File: config.mk
export PLATFORM = sky130hd
export DESIGN_NAME = pw_input_cond
export DESIGN_NICKNAME = d
export VERILOG_FILES = /design/src/rtl/pw_input_cond.sv
export SDC_FILE = /design/constraint.sdc
export NUM_CORES = 1
export LEC_CHECK = 0
export BUFFER_PORTS_ARGS = -buffer_cell sky130_fd_sc_hd__clkbuf_2
export CORE_UTILIZATION = 61
export DETAILED_ROUTE_END_ITERATION = 10
export PLACE_DENSITY = 0.83
export SLEW_MARGIN = 20
export SYNTH_ARGS = -nofsm -noshare
export SYNTH_HDL_FRONTEND = slang
export SYNTH_SLANG_ARGS = --single-unit
File: constraint.sdc
create_clock -name clk -period 4.6 [get_ports clk]
set_input_delay 0.92 -clock clk [delete_from_list [all_inputs] [get_ports clk]]
set_output_delay 0.92 -clock clk [all_outputs]
set_load 0.005 [all_outputs]
File: src/rtl/pw_input_cond.sv
// Password input conditioner: synchronizes the raw switches and enter button, debounces
// enter presses and releases, and emits one registered accept strobe per press.
module pw_input_cond #(
    parameter int unsigned CHAR_W    = 7,
    parameter int unsigned DB_CYCLES = 16000
) (
    input  logic              clk,
    input  logic              reset_n,
    input  logic [CHAR_W-1:0] char_in,
    input  logic              enter_in,
    output logic [CHAR_W-1:0] char_out,
    output logic              enter_pulse,
    output logic              busy,
    output logic [7:0]        glitch_cnt
);

    localparam int unsigned      CNT_W    = $clog2(DB_CYCLES);
    localparam logic [CNT_W-1:0] CNT_LAST = CNT_W'(DB_CYCLES - 1);
    localparam logic [7:0]       GLITCH_MAX = 8'hFF;

    typedef enum logic [1:0] {
        ST_IDLE       = 2'd0,
        ST_DB_PRESS   = 2'd1,
        ST_HELD       = 2'd2,
        ST_DB_RELEASE = 2'd3
    } state_e;

    logic [CHAR_W-1:0] char_meta_q, char_sync_q;
    logic              enter_meta_q, enter_sync_q;

    state_e            state_q, state_d;
    logic [CNT_W-1:0]  cnt_q, cnt_d;
    logic [CHAR_W-1:0] char_ref_q, char_ref_d;
    logic [CHAR_W-1:0] char_out_q, char_out_d;
    logic              pulse_q, pulse_d;
    logic              busy_q, busy_d;
    logic [7:0]        glitch_q, glitch_d;

    // Two-flop synchronizers; only the second stage is used downstream.
    always_ff @(posedge clk or negedge reset_n) begin
        if (!reset_n) begin
            char_meta_q  <= '0;
            char_sync_q  <= '0;
            enter_meta_q <= 1'b0;
            enter_sync_q <= 1'b0;
        end else begin
            char_meta_q  <= char_in;
            char_sync_q  <= char_meta_q;
            enter_meta_q <= enter_in;
            enter_sync_q <= enter_meta_q;
        end
    end

    always_ff @(posedge clk or negedge reset_n) begin
        if (!reset_n) begin
            state_q    <= ST_IDLE;
            cnt_q      <= '0;
            char_ref_q <= '0;
            char_out_q <= '0;
            pulse_q    <= 1'b0;
            busy_q     <= 1'b0;
            glitch_q   <= '0;
        end else begin
            state_q    <= state_d;
            cnt_q      <= cnt_d;
            char_ref_q <= char_ref_d;
            char_out_q <= char_out_d;
            pulse_q    <= pulse_d;
            busy_q     <= busy_d;
            glitch_q   <= glitch_d;
        end
    end

    // Enter-low abort is tested before the character-change restart.
    always_comb begin
        state_d    = state_q;
        cnt_d      = cnt_q;
        char_ref_d = char_ref_q;
        char_out_d = char_out_q;
        pulse_d    = 1'b0;
        glitch_d   = glitch_q;

        case (state_q)
            ST_IDLE: begin
                if (enter_sync_q) begin
                    state_d    = ST_DB_PRESS;
                    cnt_d      = '0;
                    char_ref_d = char_sync_q;
                end
            end
            ST_DB_PRESS: begin
                if (!enter_sync_q) begin
                    state_d = ST_IDLE;
                    if (glitch_q != GLITCH_MAX) begin
                        glitch_d = glitch_q + 8'd1;
                    end
                end else if (char_sync_q != char_ref_q) begin
                    char_ref_d = char_sync_q;
                    cnt_d      = '0;
                end else if (cnt_q == CNT_LAST) begin
                    state_d    = ST_HELD;
                    char_out_d = char_ref_q;
                    pulse_d    = 1'b1;
                end else begin
                    cnt_d = cnt_q + CNT_W'(1);
                end
            end
            ST_HELD: begin
                if (!enter_sync_q) begin
                    state_d = ST_DB_RELEASE;
                    cnt_d   = '0;
                end
            end
            ST_DB_RELEASE: begin
                if (enter_sync_q) begin
                    cnt_d = '0;
                end else if (cnt_q == CNT_LAST) begin
                    state_d = ST_IDLE;
                end else begin
                    cnt_d = cnt_q + CNT_W'(1);
                end
            end
            default: begin
                state_d = ST_IDLE;
            end
        endcase

        busy_d = (state_d != ST_IDLE);
    end

    assign char_out    = char_out_q;
    assign enter_pulse = pulse_q;
    assign busy        = busy_q;
    assign glitch_cnt  = glitch_q;

endmodule

After elaboration in Yosys (flattened, before gate mapping):

Index checks and enable logic that the tools add are counted.

* bits in registers: 56
* logic and storage cells: 55
* input bits: 10

* reduce and logical (&&, ||, !) cells: 7
* muxes and demuxes: 23
* bitwise operators: 2
* eq/ne operators: 10
* add/subtract/negate cells: 2

Operator list (count)
* $mux W14: 6
* $pmux W14 S4: 1
* $mux W7: 3
* $add A14 B1 Y14 const B: 1
* $eq A14 B14 Y1 const B: 1
* $mux W2: 7
* $pmux W7 S2: 1
* $add A8 B1 Y8 const B: 1
* $ne A2 B2 Y1 const B: 4
* $ne A8 B8 Y1 const B: 1
* $pmux W2 S4: 1
* $reduce_and A4 Y1: 2
* $ne A7 B7 Y1: 1
* $reduce_and A3 Y1: 2
* $eq A2 B2 Y1 const B: 2
* $mux W1: 4
* $reduce_bool A2 Y1: 2
* $eq A2 B1 Y1 const B: 1
* $logic_not A2 Y1: 1
* $not A1 Y1: 2

Depth between registers and ports, before layout:

Gate-level depths: netlist of the first run.

* word-level depth: 6
* mapped depth: 8
* gate-level depth less buffers: 6

Worst setup path after synthesis of the first run:

OpenSTA, ideal clock, no wires.

* path type: register to register
* start: reg enter_sync_q
* end: reg cnt_q[7]
* library setup time: 0.078 ns
* data arrival time: 2.016 ns
* stages on the path, launching flop included: 8
* setup slack: 2.506 ns
* path buffers: 3
* data required time: 4.522 ns
* path through: dfrtp_1 buf_2 and3b_1 buf_6 or4b_1 buf_2 or4_1 a21oi_1

* longest elaborated chain between the ends: 2

Ends and longest elaborated chain
* start, declared: line 29 `logic enter_meta_q, enter_sync_q;`
* start signal, assigned: line 50 `enter_sync_q <= enter_meta_q;`
* $mux W14 or $ne A2 B2 Y1 (tied branches)
* $pmux W14 S4 or $reduce_and A3 Y1 (tied branches)
* end signal, assigned: line 65 `cnt_q <= cnt_d;`
* end, declared: line 32 `logic [CNT_W-1:0] cnt_q, cnt_d;`

Parallel ways exist; a longest one is shown, timed or not.
A chain may end at the register's enable or synchronous reset.

Worst setup path in the final report of the first run:

* start: reg cnt_q[7]
* end: reg char_out_q[2], in the netlist char_out[2]

* longest elaborated chain between the ends: 2

Ends and longest elaborated chain
* $eq A14 B14 Y1: line 100 `end else if (cnt_q == CNT_LAST) begin`
* $reduce_and A4 Y1 (no source line)
* end signal, assigned: line 67 `char_out_q <= char_out_d;`
* end, declared: line 34 `logic [CHAR_W-1:0] char_out_q, char_out_d;`

No other way between the ends.

==> results_dict.tcl, run 1 <==
set metrics [dict create \
    status "complete, no violations" \
    path_class "flip-flop to flip-flop" \
    synth_cells 191 \
    dieArea_mm2 0.00403 \
    fmax_mhz 414 \
    ios 27 \
    wirelength_um 3800 \
    cpPeakStageDelay_ns 0.57 \
    grt_overflow 0 \
    period_needed_ns 2.42 \
    cts_sinks 56 \
    fin_tns_setup_ns 0 \
    cp-start-kind "flip-flop" \
    htreeDepth 2 \
    hold_viol 0 \
    vias 1501 \
    relSlewSlack_pct 46.0 \
    power_mw 0.956 \
    critical-path-top-delay-family "simple AND/OR/NAND/NOR gates" \
    maxCapViolCount 0 \
    fin_util_pct 74.2 \
    final_nets 233 \
    ys_warn_count 0 \
    setup_viol_count_final 0 \
    yosysUniqueCellTypes 33 \
    cts_hold_buf 0 \
    ant_nets 0 \
    port_buffers 26 \
    ir_drop_v 0.000317 \
    synthSimpleGateAreaFrac_pct 16.3 \
    antenna_found_initial 0 \
    grt_pass1_vias 1531 \
    synth_mux_area_share_pct 7.76 \
    final_cell_mix "56 x dfrtp_1, 26 x clkbuf_2, 20 x nor2_1" \
    drv_slew 0 \
    wl_per_cell_um 14.2 \
    firstDrtPassIters 4 \
    netlist_area_mm2 0.00230 \
    drive_gt1_share_pct 23.9 \
    ys_seq_elements 56 \
    holdCritPathClass "flip-flop to flip-flop" \
    drc 0 \
    synth_xor_xnor_area_share_pct 8.74 \
    crit_chain "or3b_1 -> nor4_2 -> nand3_1 -> mux2_2" \
    power.density_mw_per_mm2 371 \
    power.share.clock_pct 28.5 \
    area_delta_synth_final_pct 11.7 \
    core_mm2 0.00347 \
    path_max_fanout 8 \
    synth_compound_area_share_pct 3.58 \
    root_buffer "clkbuf_8" \
    grt_usage_pct 21.7 \
    row_count 21 \
    cp.required_ns 4.80 \
    clk_path_buf_depth 2 \
    ys_seq_area_share_pct 60.8 \
    cp_num_buf_inv 0 \
    p_seq_share_pct 60.1 \
    hpwl_um 2720 \
    via_per_inst 5.60 \
    drtIter0Drc 119 \
    dpl.cell_count 260 \
    place_congestion 0.817 \
    leakage_nw 1.20 \
    tightestPinTransition_ns 0.805 \
    die_w_um 63.5 \
    cpMaxStageDelayCell "nor4_2" \
    numCtsBuffers 5 \
    p_sw_share_pct 26.6 \
    final_cells 268 \
    cts_resized 0 \
    p_switching_mw 0.255 \
    antenna_cells 0 \
    finalClockSkew_ns 0.00651 \
    grt_pass1_wl_um 6670 \
    clkLatencyLatePin_ns 0.31 \
    synth_top_family_by_area "simple AND/OR/NAND/NOR gates" \
    grt_max_degree 57 \
    final_common_cell "dfrtp_1" \
    avgSynthCellArea_um2 12.1 \
    clk_pin_slew_ns 0.10 \
    rsz0062_at_grt "no" \
    start_util_pct 66.5 \
    fp.dieH_um 63.5 \
    end_kind "flip-flop" \
    syn_nets 203 \
    synth_fa_ha_area_share_pct 1.09 \
    combinationalPowerShare_pct 11.3 \
    crit_arrival_ns 2.62 \
    post_cts_buffers 0 \
    intPower_mw 0.701 \
    period_share_pct 52.6 \
    cts_tree "done" \
]
synth_stat cells:
| library cell | number | share of area [%] |
|---|---|---|
| and2_1 | 1 | 0.27 |
| a21oi_1 | 5 | 1.1 |
| or4b_1 | 1 | 0.43 |
| nand3_1 | 9 | 2.0 |
| nor4_1 | 1 | 0.27 |
| buf_6 | 1 | 0.49 |
| nand2_1 | 13 | 2.1 |
| xor2_1 | 8 | 3.0 |
| and3_1 | 4 | 1.1 |
| and3b_1 | 1 | 0.38 |
| o22ai_1 | 1 | 0.27 |
| nor4_2 | 2 | 1.1 |
| nor2b_1 | 1 | 0.27 |
| xnor2_1 | 15 | 5.7 |
| nor3_1 | 7 | 1.5 |
| or4_1 | 2 | 0.65 |
| nand2b_1 | 2 | 0.54 |
| nand4_1 | 6 | 1.6 |
| buf_2 | 2 | 0.43 |
| o21ai_0 | 4 | 0.87 |
| o41ai_1 | 1 | 0.38 |
| clkbuf_1 | 2 | 0.33 |
| mux2_2 | 15 | 7.3 |
| mux2i_1 | 1 | 0.43 |
| ha_1 | 2 | 1.1 |
| and4b_1 | 1 | 0.43 |
| a211oi_1 | 1 | 0.33 |
| dfrtp_1 | 56 | 61 |
| nor2_1 | 20 | 3.3 |
| inv_1 | 3 | 0.49 |
| a31oi_1 | 1 | 0.27 |
| a311oi_1 | 1 | 0.38 |
| or3b_1 | 1 | 0.38 |
stage by stage:
| stage | setup slack [ns] | hold slack (ns) | instance area, um^2 |
|---|---|---|---|
| 2_1_floorplan | 2.51 | 0.331 | 2300 |
| 3_3_place_gp | 2.38 | 0.332 | 2480 |
| 3_5_place_dp | 2.23 | 0.336 | 2480 |
| 4_1_cts | 2.20 | 0.358 | 2570 |
| 5_1_grt | 2.00 | 0.370 | 2570 |
| 6_report | 2.18 | 0.356 | 2570 |
routing by layer:
| layer | vias to the layer above | track usage, % | part of all wire, % |
|---|---|---|---|
| li1 | 716 | - | - |
| met1 | 735 | 27.2 | 43 |
| met2 | 44 | 36.8 | 51 |
| met3 | 6 | 5.43 | 4.5 |
| met4 | 0 | 7.10 | 1.3 |
| met5 | - | 0 | 0 |
state kept, by name, indices dropped and copies added, names as in the netlist:
signal	count
state_q	2
char_sync_q	7
busy	1
glitch_cnt	8
cnt_q	14
char_meta_q	7
enter_pulse	1
enter_sync_q	1
char_ref_q	7
enter_meta_q	1
char_out	7
worst reg2reg max path, delay by kind of cell, from the launching register on:
| kind | cells | cell delay (ns) |
|---|---|---|
| mux | 1 | 0.41 |
| simple gates | 3 | 1.47 |
| flops | 1 | 0.42 |
kinds of logic after synthesis:
kind of cell	Yosys count
and+or+nand+nor	72
DFF	56
xor gates and xnor gates	23
muxes	16
AOI/OAI and AO/OA	14
buffers and inverters	8
adders and majority gates	2
worst paths after layout:
| path | from | slack, ns | cells after the start | end |
|---|---|---|---|---|
| hold reg to reg | char_meta_q[3]$_DFF_PN0_ | 0.36 | 0 | char_sync_q[3]$_DFF_PN0_ |
| max in group asynchronous | reset_n | 3.45 | 2 | char_out[0]$_DFFE_PN0P_ |
| min in group asynchronous | reset_n | 0.71 | 2 | cnt_q[7]$_DFFE_PN0P_ |
| setup reg to reg | cnt_q[7]$_DFFE_PN0P_ | 2.18 | 4 | char_out[2]$_DFFE_PN0P_ |
| hold / removal | char_meta_q[3]$_DFF_PN0_ | 0.36 | 0 | char_sync_q[3]$_DFF_PN0_ |
| setup / recovery | cnt_q[7]$_DFFE_PN0P_ | 2.18 | 4 | char_out[2]$_DFFE_PN0P_ |
power by group through the flow:
| stage | combinational (mW) | sequential, mW | clock (mW) |
|---|---|---|---|
| detailed placement | 0.110 | 0.585 | 0 |
| global route | 0.125 | 0.582 | 0.298 |
| global placement | 0.107 | 0.581 | 0 |
| floorplan | 0.0603 | 0.579 | 0 |
| CTS | 0.111 | 0.576 | 0.281 |
| finish | 0.108 | 0.575 | 0.273 |
final cells by class:
| class | instances | area (um^2) |
|---|---|---|
| Timing Repair Buffer | 28 | 145 |
| Fill cell | 254 | 895 |
| Inverter | 3 | 11.3 |
| Clock buffer | 5 | 68.8 |
| Sequential cell | 56 | 1400 |
| Tap cell | 46 | 57.6 |
| Multi-Input combinational cell | 127 | 863 |
| Clock inverter | 3 | 26.3 |
Power figures use the tool's default switching activity.
==> run 2, diff against run 1 <==
Settings changed: CORE_UTILIZATION 61 to 57, PLACE_DENSITY 0.83 to 0.78.
Clock period 4.6 ns to 2.3 ns, I/O delays scaled along.
==> run 2 against run 1 <==
Against the previous run:
- clock skew fell by 0.0012 ns
- routed wire length rose by 2.3%
- clock power rose by 94%
- sequential power rose by 100%
- combinational power rose by 110%
- power rose by 99%
- flip-flop and latch count did not move
- critical path depth did not move
- design area rose by 2.0%
- sequential share of layout area fell by 1.1 points
- critical path type unchanged
==> results_dict.tcl, run 2 (synthesis gave the netlist of run 1 again) <==
set metrics [dict create \
    p_seq_share_pct 60.5 \
    setup_viol_count_final 0 \
    power.density_mw_per_mm2 725 \
    grt_usage_pct 21.1 \
    numCtsBuffers 5 \
    status "complete, no violations" \
    root_buffer "clkbuf_8" \
    row_count 22 \
    drive_gt1_share_pct 26.2 \
    tightestPinTransition_ns 0.505 \
    gr-usage-met2_pct 36.6 \
    grt_pass1_wl_um 6720 \
    cp-start-kind "flip-flop" \
    reg2regPathDepth 4 \
    cts_sinks 56 \
    leakage_nw 1.23 \
    drc 0 \
    crit_end "cnt_q[7]$_DFFE_PN0P_" \
    whs_ns 0.0973 \
    largest_register "cnt_q" \
    power_mw 1.90 \
    htreeDepth 2 \
    hold_viol 0 \
    cpPeakStageDelay_ns 0.69 \
    antenna_cells 0 \
    crit_chain "and3b_1 -> or4b_1 -> or4_1 -> a21oi_1" \
    cpMaxStageDelayCell "or4b_1" \
    ant_nets 0 \
    fp.dieH_um 65.6 \
    dpl.cell_count 269 \
    grt_use_met3_pct 5.21 \
    intPower_mw 1.40 \
    die_w_um 65.6 \
    combinationalPowerShare_pct 11.7 \
    final_common_cell "dfrtp_1" \
    clk_path_buf_depth 2 \
    cts_hold_buf 0 \
    final_cells 277 \
    cp.required_ns 2.54 \
    period_needed_ns 2.11 \
    p_switching_mw 0.501 \
    start_util_pct 61.1 \
    grt_overflow 0 \
    clkLatencyLatePin_ns 0.31 \
    hpwl_um 2790 \
    ir_drop_v 0.000553 \
    wirelength_um 3890 \
    port_buffers 26 \
    period_share_pct 91.9 \
    power.share.clock_pct 27.8 \
    relSlewSlack_pct 66.4 \
    area_delta_synth_final_pct 14.0 \
    dieArea_mm2 0.00430 \
    via_per_inst 5.49 \
    holdCritPathClass "primary input to async pin" \
    clk_pin_slew_ns 0.10 \
    fin_util_pct 69.6 \
    place_congestion 0.913 \
    firstDrtPassIters 4 \
    grt_use_met1_pct 25.1 \
    finalClockSkew_ns 0.00528 \
    crit_start "state_q[0]$_DFF_PN0_" \
    fin_tns_setup_ns 0 \
    r2r-start "state_q[0]$_DFF_PN0_" \
    r2r-end "cnt_q[7]$_DFFE_PN0P_" \
    final_cell_mix "56 x dfrtp_1, 26 x clkbuf_2, 20 x nor2_1" \
    fillers 272 \
    fmax_mhz 473 \
    core_mm2 0.00377 \
    drv_slew 0 \
    path_class "flip-flop to flip-flop" \
    wl_per_cell_um 14.0 \
    grt_max_degree 22 \
    antenna_found_initial 0 \
    final_nets 240 \
    ios 27 \
    post_cts_buffers 0 \
    maxCapViolCount 0 \
    largest_reg_flops 14 \
    path_max_fanout 8 \
    crit_arrival_ns 2.35 \
    p_sw_share_pct 26.3 \
    busiest_layer "met2" \
    drtIter0Drc 106 \
    reg2reg_setup_slack_ns 0.19 \
    grt_pass1_vias 1559 \
    rsz0062_at_grt "no" \
    cts_tree "done" \
    cts_resized 0 \
    vias 1521 \
    end_kind "flip-flop" \
]
run 2: changes by cell type in the layout (fill, tap and decap cells not counted):
| cell | delta |
|---|---|
| buf_4 | +7 |
| clkinv_4 | +1 |
| inv_8 | -1 |
run 2: final cells by class:
class	instances	area, um^2	share of cell area [%]
flip-flops and latches	56	1400	53.4
multi-input cells	127	863	32.9
repair buffers	35	198	7.53
clock buffers	5	68.8	2.62
well taps	48	60.1	2.29
clock inverters	3	23.8	0.905
inverters	3	11.3	0.429
run 2: worst min-delay path by stage:
stage	start	end	slack, ns
3_3_place_gp	char_meta_q[0]$_DFF_PN0_	char_sync_q[0]$_DFF_PN0_	0.33
2_1_floorplan	reset_n	busy$_DFF_PN0_	0.16
6_report	reset_n	cnt_q[0]$_DFFE_PN0P_	0.1
4_1_cts	reset_n	char_out[4]$_DFFE_PN0P_	0.12
5_1_grt	reset_n	cnt_q[0]$_DFFE_PN0P_	0.13
3_5_place_dp	char_meta_q[0]$_DFF_PN0_	char_sync_q[0]$_DFF_PN0_	0.34
run 2: stage by stage:
step / setup WS (ns) / area, um^2
floorplan: 0.206 / 2300
global placement: 0.272 / 2530
detailed placement: 0.189 / 2530
CTS: 0.177 / 2630
global route: 0.0592 / 2630
finish: 0.185 / 2630
run 2: power groups by stage:
stage / sequential [mW] / clock, mW / combinational [mW]
after floorplan: 1.16 / 0 / 0.121
after global placement: 1.16 / 0 / 0.222
after detailed placement: 1.17 / 0 / 0.226
after CTS: 1.15 / 0.548 / 0.228
after global routing: 1.16 / 0.586 / 0.251
final: 1.15 / 0.530 / 0.222
run 2: layer usage:
layer	vias up	routed length [um]
met5	-	0
met4	0	57
met3	6	87
met2	20	2020
met1	760	1730
li1	735	-
run 2: worst max-delay path: cells and delay by family, from the launching register on:
kind,cells,cell delay [ns]
AOI/OAI and AO/OA,1,0.13
DFF,1,0.44
and+or+nand+nor,3,1.47
